$ cat src/rtl/mod_exp.sv
// mod_exp: left-to-right square-and-multiply modular exponentiation with a bit-serial interleaved modmul
module mod_exp #(
  parameter int WIDTH = 8,
  parameter bit CONST_TIME = 1'b0
) (
  input  logic                 clk,
  input  logic                 rst,
  input  logic                 start,
  input  logic [2*WIDTH-1:0]   base,
  input  logic [2*WIDTH-1:0]   exp,
  input  logic [2*WIDTH-1:0]   n,
  output logic [2*WIDTH-1:0]   result,
  output logic                 busy,
  output logic                 finish,
  output logic                 err
);
  localparam int OW = 2 * WIDTH;
  localparam int IW = $clog2(OW);
  typedef enum logic [2:0] {IDLE, LOAD, REDUCE, SQR, MUL, DONE} state_t;
  state_t state, nxt;
  logic [OW-1:0] br, er, nr, r, b, acc, mm_x, mm_y, red;
  logic [IW-1:0] i, j;
  logic [OW+1:0] t, red_w, n1, n2;
  logic last, mul_go;
  // REDUCE feeds base through the multiplier bits (x=1, y=base) so an
  // unreduced base is folded mod n by the same Horner-style datapath
  always_comb begin
    mm_x = (state == REDUCE) ? OW'(1) : r;
    mm_y = (state == REDUCE) ? br : (state == SQR) ? r : b;
    n1 = {2'b0, nr};
    n2 = {1'b0, nr, 1'b0};
    t = {1'b0, acc, 1'b0} + (mm_y[j] ? {2'b0, mm_x} : '0);
    red_w = (t >= n2) ? t - n2 : (t >= n1) ? t - n1 : t;
    red = red_w[OW-1:0];
    last = (j == '0);
    mul_go = er[i] || CONST_TIME;
    busy = (state != IDLE) && (state != DONE);
    finish = (state == DONE);
  end
  always_comb begin
    nxt = state;
    case (state)
      IDLE:    nxt = start ? LOAD : IDLE;
      LOAD:    nxt = (nr == '0) ? DONE : REDUCE;
      REDUCE:  nxt = last ? SQR : REDUCE;
      SQR:     nxt = !last ? SQR : mul_go ? MUL : (i == '0) ? DONE : SQR;
      MUL:     nxt = !last ? MUL : (i == '0) ? DONE : SQR;
      default: nxt = IDLE;
    endcase
  end
  always_ff @(posedge clk) begin
    if (rst) begin
      state <= IDLE;
      result <= '0;
      err <= 1'b0;
    end else begin
      state <= nxt;
      case (state)
        IDLE: if (start) begin
          br <= base;
          er <= exp;
          nr <= n;
          err <= 1'b0;
        end
        LOAD: begin
          r <= (nr == OW'(1)) ? '0 : OW'(1);
          i <= IW'(OW - 1);
          j <= IW'(OW - 1);
          acc <= '0;
          if (nr == '0) begin
            result <= '0;
            err <= 1'b1;
          end
        end
        REDUCE, SQR, MUL: begin
          acc <= last ? '0 : red;
          j <= last ? IW'(OW - 1) : j - 1'b1;
          if (last && state == REDUCE) b <= red;
          if (last && state == SQR) begin
            r <= red;
            if (!mul_go) i <= i - 1'b1;
            if (!mul_go && i == '0) result <= red;
          end
          if (last && state == MUL) begin
            if (er[i]) r <= red;
            i <= i - 1'b1;
            if (i == '0) result <= er[i] ? red : r;
          end
        end
        default: ;
      endcase
    end
  end
endmodule

$ cat config.mk
export PLATFORM = sky130hd
export DESIGN_NAME = mod_exp
export DESIGN_NICKNAME = d
export VERILOG_FILES = /design/src/rtl/mod_exp.sv
export SDC_FILE = /design/constraint.sdc
export NUM_CORES = 1
export LEC_CHECK = 0
export ABC_AREA = 1
export CORE_ASPECT_RATIO = 0.9
export CORE_MARGIN = 2
export CORE_UTILIZATION = 45
export DETAILED_ROUTE_END_ITERATION = 7
export PLACE_DENSITY = 0.66
export SYNTH_ARGS = -nofsm -noshare
export SYNTH_HDL_FRONTEND = slang
export SYNTH_SLANG_ARGS = --single-unit
$ cat constraint.sdc
create_clock -name clk -period 5.07 [get_ports clk]
set_input_delay 0.507 -clock clk [delete_from_list [all_inputs] [get_ports clk]]
set_output_delay 0.507 -clock clk [all_outputs]
set_load 0.01 [all_outputs]
-- Word level (Yosys, flattened, before mapping)
Cells that the tools add are included.
- muxes and demuxes: 41
- $add $sub $neg: 5
- eq/ne operators: 11
- reduce and logical (&&, ||, !) cells: 20
- bitwise logic cells: 1
- magnitude comparators: 4
- operators with widths (cell ; number):
    two-way mux 16 bit ; 16
    case mux 16 bit (2 select lines) ; 3
    subtractor 16 bit ; 2
    adder 17 x 16 -> 18 bit ; 1
    greater-or-equal comparator 18 x 16 -> 1 bit ; 1
    greater-or-equal comparator 18 x 17 -> 1 bit ; 1
    == test 16 x 1 -> 1 bit, second input constant ; 1
    logical NOT 16 bit ; 1
    two-way mux 4 bit ; 4
    case mux 4 bit (2 select lines) ; 2
    two-way mux 3 bit ; 5
    case mux 3 bit (5 select lines) ; 1
    less-than comparator 4 x 5 -> 1 bit, second input constant ; 2
    inequality test 3 bit, second input constant ; 3
    AND reduction 3 bit ; 3
    binary-select mux 1 bit (select 4 bit) ; 2
    logical NOT 4 bit ; 2
    subtractor 4 x 1 -> 4 bit, second input constant ; 2
    two-way mux 1 bit ; 7
    == test 3 x 2 -> 1 bit, second input constant ; 2
    == test 3 bit, second input constant ; 2
    logical AND 1 bit ; 5
    inequality test 2 bit, second input constant ; 2
    AND reduction 2 bit ; 2
    other kinds (9) ; 10
- logic and storage cells: 93
- flip-flop bits (word level): 124
- input port bits: 51
- output and inout port bits: 19

-- Longest topological paths before layout
Gate-level depths: netlist (run 1).
- word-level depth: 15
- gate-level depth with buffers: 43
- depth with buffers taken out: 42

-- Least setup slack after synthesis (run 1)
OpenSTA, ideal clock, no wires.
- path kind: reg2reg
- start point: register state[2]
- end point: register r[5] (data pin)
- path buffers: 3
- required time: 4.816 ns
- path slack: 0.168 ns
- period minus slack after synthesis: 4.902 ns
- arrival time: 4.648 ns
- stages on the path, launching flop included: 39
- setup time: 0.254 ns
- cell sequence: dfxtp_1 -> inv_2 -> nand2_4 -> nor2_4 -> buf_6 -> nand2_1 -> nand3_1 -> nand3_1 -> nand3_1 -> nand3_2 -> nand2_1 -> clkbuf_1 -> nor3_1 -> ha_1 -> a21oi_1 -> nand3_2 -> nand2_1 -> nand2_1 -> [3 not listed] -> ha_1 -> nand2_1 -> nor2_1 -> nor3b_1 -> nand2_1 -> nand2_1 -> nand2_1 -> inv_1 -> nor2_2 -> nand2_2 -> buf_2 -> nand2_1 -> nand2_1 -> nand3_1 -> nand2_1 -> nand2_1 -> o211ai_2 -> inv_1
- longest elaborated chain between the ends: 14
- elaborated cells between the ends (all ways): 24
- classes of those cells: add/sub: 3; order compare: 2; eq/ne: 4; mux: 12; reduce/logical: 3
- RTL lines (what ; line ; RTL):
    start: declaration ; 20 ; state_t state, nxt;
    start signal: assignment ; 57 ; state <= nxt;
    == test 3 x 2 -> 1 bit ; 29, 58, 79 ;
    two-way mux 16 bit (2 in series) ; 29 ; mm_y = (state == REDUCE) ? br : (state == SQR) ? r : b;
    binary-select mux 1 bit (select 4 bit) ; 32 ; t = {1'b0, acc, 1'b0} + (mm_y[j] ? {2'b0, mm_x} : '0);
    two-way mux 1 bit (not written as such) ; 32 ;
    two-way mux 16 bit ; 32 ;
    adder 17 x 16 -> 18 bit ; 32 ;
    subtractor 16 bit or greater-or-equal comparator 18 x 16 -> 1 bit (tied branches) ; 33 ; red_w = (t >= n2) ? t - n2 : (t >= n1) ? t - n1 : t;
    two-way mux 16 bit (2 in series) ; 33 ;
    two-way mux 16 bit ; 79 ; if (last && state == SQR) begin
    two-way mux 16 bit ; 85 ; if (er[i]) r <= red;
    two-way mux 16 bit ; 84 ; if (last && state == MUL) begin
    case mux 16 bit (2 select lines) (*) ; 58 ; case (state)
    end signal: assignment ; 66 ; r <= (nr == OW'(1)) ? '0 : OW'(1);
    end signal: assignment ; 80 ; r <= red;
    end signal: assignment ; 85 ;
    end: declaration ; 21 ; logic [OW-1:0] br, er, nr, r, b, acc, mm_x, mm_y, red;
Mark *: on every way between the ends. The rest lies on a longest branch, timed or not. The select of a mux whose other input is x is not followed.
A chain may end at the register's enable or synchronous reset.

-- Final worst setup path (run 1)
- start point: register state[2]
- end point: register result[10]
- longest elaborated chain between the ends: 15
- elaborated cells between the ends (all ways): 29
- classes of those cells: add/sub: 3; order compare: 2; eq/ne: 5; mux: 14; reduce/logical: 5
- RTL lines (what ; line ; RTL):
    == test 3 x 2 -> 1 bit ; 29, 58, 79 ;
    two-way mux 16 bit (2 in series) ; 29 ;
    binary-select mux 1 bit (select 4 bit) ; 32 ;
    two-way mux 1 bit (not written as such) ; 32 ;
    two-way mux 16 bit ; 32 ;
    adder 17 x 16 -> 18 bit ; 32 ;
    subtractor 16 bit or greater-or-equal comparator 18 x 16 -> 1 bit (tied branches) ; 33 ;
    two-way mux 16 bit (2 in series) ; 33 ;
    two-way mux 16 bit ; 82 ; if (!mul_go && i == '0) result <= red;
    two-way mux 16 bit ; 79 ;
    two-way mux 16 bit ; 87 ; if (i == '0) result <= er[i] ? red : r;
    two-way mux 16 bit ; 84 ;
    case mux 16 bit (2 select lines) ; 58 ;
    end signal: assignment ; 82 ;
    end signal: assignment ; 87 ;
    end: declaration ; 12 ; output logic [2*WIDTH-1:0] result,
Several ways; a longest one is shown, not always the timed one. The select of a mux whose other input is x is not followed.

==> impl_metrics.py, run 1 <==
metrics = {
    "power_and_ir_drop": {
        "clock_power_share": 0.234,
        "p_seq_frac": 0.224,
        "p_int_mw": 3.22,
        "vdd_ir_drop_max_uv": 261,
        "comb_power_share": 0.543,
        "switchingPower_mw": 2.22,
        "p_leak_nw": 5.87,
        "swShare": 0.408,
        "total_power_mw": 5.43,
        "power_density_mw_per_mm2": 396,
    },
    "clock_tree": {
        "cts.sinks": 124,
        "htree_levels": 4,
        "cts_buffers": 17,
        "cts.path.max_buffers": 2,
        "root_buffer": "clkbuf_16",
        "clk_latency_ns": 0.44,
        "cts_tree": "built",
        "clk_pin_slew_ns": 0.07,
    },
    "route": {
        "routed-via-count": 9440,
        "drc": 0,
        "antenna_left": 0,
        "wl_per_cell_um": 18.3,
        "wl_um": 31300,
        "drtIter0Drc": 1111,
        "drtPass1Iterations": 7,
        "vias_per_cell": 5.52,
    },
    "sta": {
        "setup_tns_ns": -0.460,
        "drv_slew": 0,
        "max_slew_margin": 0.234,
        "setup_slack_ns": -0.0731,
        "rsz0062_at_grt": "yes",
        "finalSetupViolCount": 15,
        "worstMarginPinSlew_ns": 1.15,
        "post-route-period-util": 1.01,
        "hold_viol": 0,
        "fin_worst_skew_ns": 0.0140,
        "max_freq_ghz": 0.194,
        "fin_crit_ns": 5.14,
    },
    "placement": {
        "placed_cells": 1627,
        "port-buffer-count": 69,
        "place_area_mm2": 0.0111,
        "post-place-ws_ns": -0.777,
        "dpl.hpwl_um": 21900,
        "gp_congestion": 0.973,
    },
    "worst_setup_path": {
        "crit_buf_inv": 10,
        "slowest_stage": "ha_1",
        "slowest_delay_ns": 0.37,
        "critPathArrivalTime_ns": 5.48,
        "worst-endpoint-required_ns": 5.41,
        "cp-start-kind": "flop",
        "cpLargestDelayFamily": "simple AND/OR/NAND/NOR gates",
        "end_kind": "flop",
        "path_class": "flop to flop",
        "worst-path-max-fanout": 8,
        "cpMostUsedCell": "nand2_1",
    },
    "cells_and_area": {
        "antennaDiodeCount": 0,
        "final_nets": 1550,
        "syn_to_final_growth_pct": 55.4,
        "design_area_mm2": 0.0137,
        "multi_input_area_mm2": 0.00600,
        "finalNonFillerCells": 1709,
        "register_area_mm2": 0.00353,
        "drive_above_1_share": 0.373,
        "num-fill-cells": 1427,
    },
    "synth": {
        "synth-xor-area-share": 0.0357,
        "synth_top_family_by_area": "simple AND/OR/NAND/NOR gates",
        "syn_area_per_cell_um2": 7.68,
        "netlist_instances": 1150,
        "synth_top_area_frac": 0.354,
        "ys_ff_latch": 124,
        "syn_area_mm2": 0.00883,
        "muxShareOfSynthArea": 0,
        "yosysWarnings": 0,
        "synth.distinct_cells": 46,
        "synthSimpleGateAreaFrac": 0.288,
        "synth-compound-area-share": 0.115,
        "synth_area_leaders": "edfxtp_1, nand2_1, nand3_1, ha_1, a21oi_1",
        "yosysSeqAreaShare": 0.399,
        "synth_adder_area_share": 0.0776,
        "syn_nets": 1254,
        "yosys.area.top_type": "edfxtp_1",
    },
    "global_route": {
        "antenna_found_initial": 0,
        "grt_overflow": 0,
        "grt_pass1_wl_um": 44300,
        "grt_start_max_net_pins": 38,
        "grt_usage": 0.282,
        "first_global_vias": 8463,
    },
    "floorplanning": {
        "die-area_mm2": 0.0208,
        "initial_core_util": 0.460,
        "io_pins": 70,
        "placementRows": 48,
        "die_h_um": 137,
        "die_width_um": 152,
        "core_mm2": 0.0192,
    },
    "run_status": {
        "status": "finished with violations",
        "violations": "negative setup slack",
    },
    "min_path": {
        "hp-class": "flop to flop",
    },
    "run": {
        "maxCapViolCount": 0,
    },
}
worst register-to-register path: cells and delay by family, from the launching register on:
family / cells / cell delay, ns
xor+xnor: 1 / 0.20
compound gates: 4 / 0.63
fa+ha+maj: 2 / 0.63
flops: 1 / 0.33
buf+inv: 10 / 1.25
simple gates: 24 / 2.03
repair_timing:
item                       4_1_cts  5_1_grt
gates cloned                     2        1
pin swaps                       37      123
hold buffers                     0        0
resized for setup              104      251
buffers inserted                21       28
setup endpoints to repair       64       64
final cells by class:
| cell class | instances | area share |
|---|---|---|
| repair buffers | 308 | 0.196 |
| flip-flops and latches | 124 | 0.257 |
| well taps | 250 | 0.0228 |
| inverters | 152 | 0.0428 |
| clock inverters | 15 | 0.0129 |
| clock buffers | 17 | 0.0310 |
| multi-input cells | 843 | 0.437 |
per-stage QoR:
step / util / hold slack (ns)
final: 0.714 / 0.466
after global routing: 0.714 / 0.489
after global placement: 0.579 / 0.457
after CTS: 0.645 / 0.469
after detailed placement: 0.579 / 0.460
after floorplan: - / 0.488
power groups by stage:
stage                     logic [mW]  clock network [mW]  registers [mW]
final                           2.95                1.27            1.21
after global routing            3.12                1.31            1.22
after CTS                       2.35                1.27            1.21
after detailed placement        2.09                   0            1.23
after global placement          2.08                   0            1.23
after floorplan                 1.15                   0            1.23
sequential cells by signal, summed over array words and instances, names as in the netlist:
signal / cells
state: 3
i: 4
acc: 16
r: 16
nr: 16
err: 1
j: 4
br: 16
er: 16
b: 16
result: 16
path summary, 6_finish.rpt:
path	cells after the start	from	end	slack, ns
hold / removal	2	err	err	0.47
hold reg to reg	2	err	err	0.47
setup / recovery	41	state[2]	result[10]	-0.07
setup reg to reg	41	state[2]	result[10]	-0.07
metal layers:
metal,wire length [µm],GRT usage,share of wire
met3,2910,0.0587,0.093
met1,13500,0.406,0.43
met2,14200,0.438,0.45
met4,676,0.0602,0.022
met5,0,0,0
cell usage after synthesis, drive strengths merged:
| cell type | number |
|---|---|
| o21bai | 1 |
| nor2 | 109 |
| clkinv | 1 |
| o31ai | 3 |
| ha | 50 |
| a21o | 1 |
| o211ai | 4 |
| nor3 | 20 |
| o22ai | 3 |
| edfxtp | 104 |
| o221ai | 1 |
| a31oi | 2 |
| nand3 | 132 |
| nor4 | 4 |
| xnor2 | 23 |
| a211oi | 1 |
| a41oi | 1 |
| dfxtp | 20 |
| buf | 18 |
| fa | 3 |
| nand2 | 276 |
| xor2 | 13 |
| nand3b | 9 |
| nand4 | 9 |
| a311oi | 1 |
| nor3b | 1 |
| a21oi | 118 |
| clkbuf | 14 |
| inv | 151 |
| o21ai | 53 |
| and3 | 1 |
| a21boi | 1 |
| or2 | 2 |
kinds of logic after synthesis:
logic type,Yosys count
and+or+nand+nor,563
xor gates and xnor gates,36
AOI/OAI and AO/OA,190
adders and majority gates,53
buffers and inverters,184
DFF,124
cells in the final DEF (no fill, tap or decap), drive strengths merged, types with 4 or more instances in the layout:
cell type | Yosys | layout
nand4 | 9 | 9
o211ai | 4 | 4
edfxtp | 104 | 104
clkbuf | 14 | 18
a21oi | 118 | 118
nand3b | 9 | 9
nor4 | 4 | 4
o21ai | 53 | 53
xnor2 | 23 | 23
nand3 | 132 | 132
buf | 18 | 238
xor2 | 13 | 13
dfxtp | 20 | 20
nor3 | 20 | 20
nand2 | 276 | 276
inv | 151 | 159
clkdlybuf4s50 | 0 | 69
ha | 50 | 50
nor2 | 109 | 110
No activity file was read; power rests on OpenSTA's default activity.
==> inputs of run 2 (changes only) <==
--- a/config.mk
+++ b/config.mk
@@ -7,9 +7,10 @@
 export LEC_CHECK = 0
 export ABC_AREA = 1
 export CORE_ASPECT_RATIO = 0.9
-export CORE_MARGIN = 2
 export CORE_UTILIZATION = 45
+export CTS_CLUSTER_DIAMETER = 150
 export DETAILED_ROUTE_END_ITERATION = 7
+export HOLD_SLACK_MARGIN = 0.15
 export PLACE_DENSITY = 0.66
 export SYNTH_ARGS = -nofsm -noshare
 export SYNTH_HDL_FRONTEND = slang
==> run 2 against run 1 <==
Net effect:
- the run still ends with negative setup slack left
- combinational power up 2%
- non-clock buffer count down 26
- critical path depth down 3
- clock power down 4%
==> impl_metrics.py, run 2 (same netlist as run 1, synthesis figures left out) <==
metrics = {
    "worst_setup_path": {
        "slowest_stage": "dfxtp_2",
        "worst-path-max-fanout": 8,
        "path_class": "flop to flop",
        "end_kind": "flop",
        "cp-start-kind": "flop",
        "worst-endpoint-required_ns": 5.42,
        "r2r_slack_ns": -0.18,
        "critPathArrivalTime_ns": 5.60,
        "slowest_delay_ns": 0.32,
    },
    "placement": {
        "post-place-ws_ns": -0.746,
        "port-buffer-count": 69,
        "place_area_mm2": 0.0109,
        "dpl.hpwl_um": 21400,
        "gp_congestion": 1.03,
    },
    "cells_and_area": {
        "syn_to_final_growth_pct": 53.3,
        "final_util": 0.704,
        "num-fill-cells": 1412,
        "drive_above_1_share": 0.374,
        "design_area_mm2": 0.0135,
        "final_cell_mix": "buf_4, nand2_1, inv_1",
        "antennaDiodeCount": 0,
        "final_nets": 1524,
        "final_common_cell": "buf_4",
    },
    "route": {
        "drc": 0,
        "vias_per_cell": 5.73,
        "wl_um": 32500,
        "drtIter0Drc": 1286,
        "wl_per_cell_um": 19.3,
        "routed-via-count": 9648,
        "drtPass1Iterations": 8,
        "antenna_left": 0,
    },
    "run_status": {
        "status": "finished with violations",
        "violations": "negative setup slack",
    },
    "power_and_ir_drop": {
        "p_leak_nw": 5.72,
        "power_density_mw_per_mm2": 402,
        "total_power_mw": 5.45,
        "vdd_ir_drop_max_uv": 235,
    },
    "sta": {
        "post-route-period-util": 1.03,
        "drv_slew": 0,
        "fin_worst_skew_ns": 0.0190,
        "holdWs_ns": 0.470,
        "fin_crit_ns": 5.25,
        "worstMarginPinSlew_ns": 0.900,
        "max_slew_margin": 0.398,
        "setup_slack_ns": -0.177,
        "hold_viol": 0,
        "max_freq_ghz": 0.191,
        "rsz0062_at_grt": "yes",
        "finalSetupViolCount": 60,
    },
    "clock_tree": {
        "cts_tree": "built",
        "htree_levels": 4,
        "cts.sinks": 124,
        "root_buffer": "clkbuf_16",
        "hold_buffers": 0,
        "cts_buffers": 17,
        "cts.path.max_buffers": 2,
        "clk_pin_slew_ns": 0.06,
        "clk_latency_ns": 0.44,
    },
    "floorplanning": {
        "core_mm2": 0.0192,
        "die_h_um": 135,
        "initial_core_util": 0.460,
        "placementRows": 48,
        "io_pins": 70,
        "die-area_mm2": 0.0202,
        "die_width_um": 150,
    },
    "global_route": {
        "grt_pass1_wl_um": 44200,
        "grt_start_max_net_pins": 38,
        "first_global_vias": 8382,
        "grt_usage": 0.290,
        "grt_overflow": 0,
        "antenna_found_initial": 0,
    },
    "run": {
        "maxCapViolCount": 0,
    },
    "min_path": {
        "hp-class": "flop to flop",
    },
}
[run 2: changes by cell type in the layout (fill, tap and decap cells not counted), sizes merged]
cell	before	now
bufinv	2	1
clkinv	3	4
clkbuf	18	19
buf	238	211
inv	159	157
clkinvlp	3	5
[run 2: final timing paths]
kind / from / end / cells past startpoint
worst min register to register: err / err / 2
worst max-delay path: state[2] / result[11] / 38
worst min-delay path: err / err / 2
worst max register to register: state[2] / result[11] / 38
[run 2: area by class of cell]
| class | instances | area (µm²) | share of cell area |
|---|---|---|---|
| Multi-Input combinational cell | 843 | 6020 | 0.445 |
| Sequential cell | 124 | 3530 | 0.260 |
| Timing Repair Buffer | 282 | 2510 | 0.186 |
| Inverter | 152 | 594 | 0.0439 |
| Clock buffer | 17 | 425 | 0.0314 |
| Tap cell | 250 | 313 | 0.0231 |
| Clock inverter | 15 | 149 | 0.0110 |
[run 2: repair_timing]
| item | CTS | global route |
|---|---|---|
| gates resized for setup | 107 | 256 |
| gates cloned | 4 | 1 |
| pin swaps | 37 | 107 |
| setup buffers | 24 | 30 |
| endpoints found under the setup margin | 64 | 64 |
[run 2: worst max-delay path: cells and delay by family (launching register included)]
kind            cells  cell delay [ns]
buf+inv             8             1.15
xor+xnor            1             0.19
simple gates       22             2.11
compound gates      5             0.88
fa+ha+maj           2             0.54
flops               1             0.32
[run 2: layer usage]
metal,GRT usage,vias up,wire length (µm)
met5,0,-,0
met4,0.112,0,1460
met3,0.0730,120,3400
met2,0.426,597,14500
met1,0.407,4522,13200
li1,-,4409,-
[run 2: report_power, final]
group	switching, mW	internal [mW]	total (mW)
sequential	0.0304	1.19	1.22
clock	0.531	0.690	1.22
combinational	1.73	1.27	3.00
[run 2: metrics by stage]
stage	instances	setup TNS, ns
final	1683	-4.91
after global routing	1683	-18.20
after CTS	1654	-0.279
after detailed placement	1594	-35.88
after global placement	1594	-30.35
after floorplan	1150	0
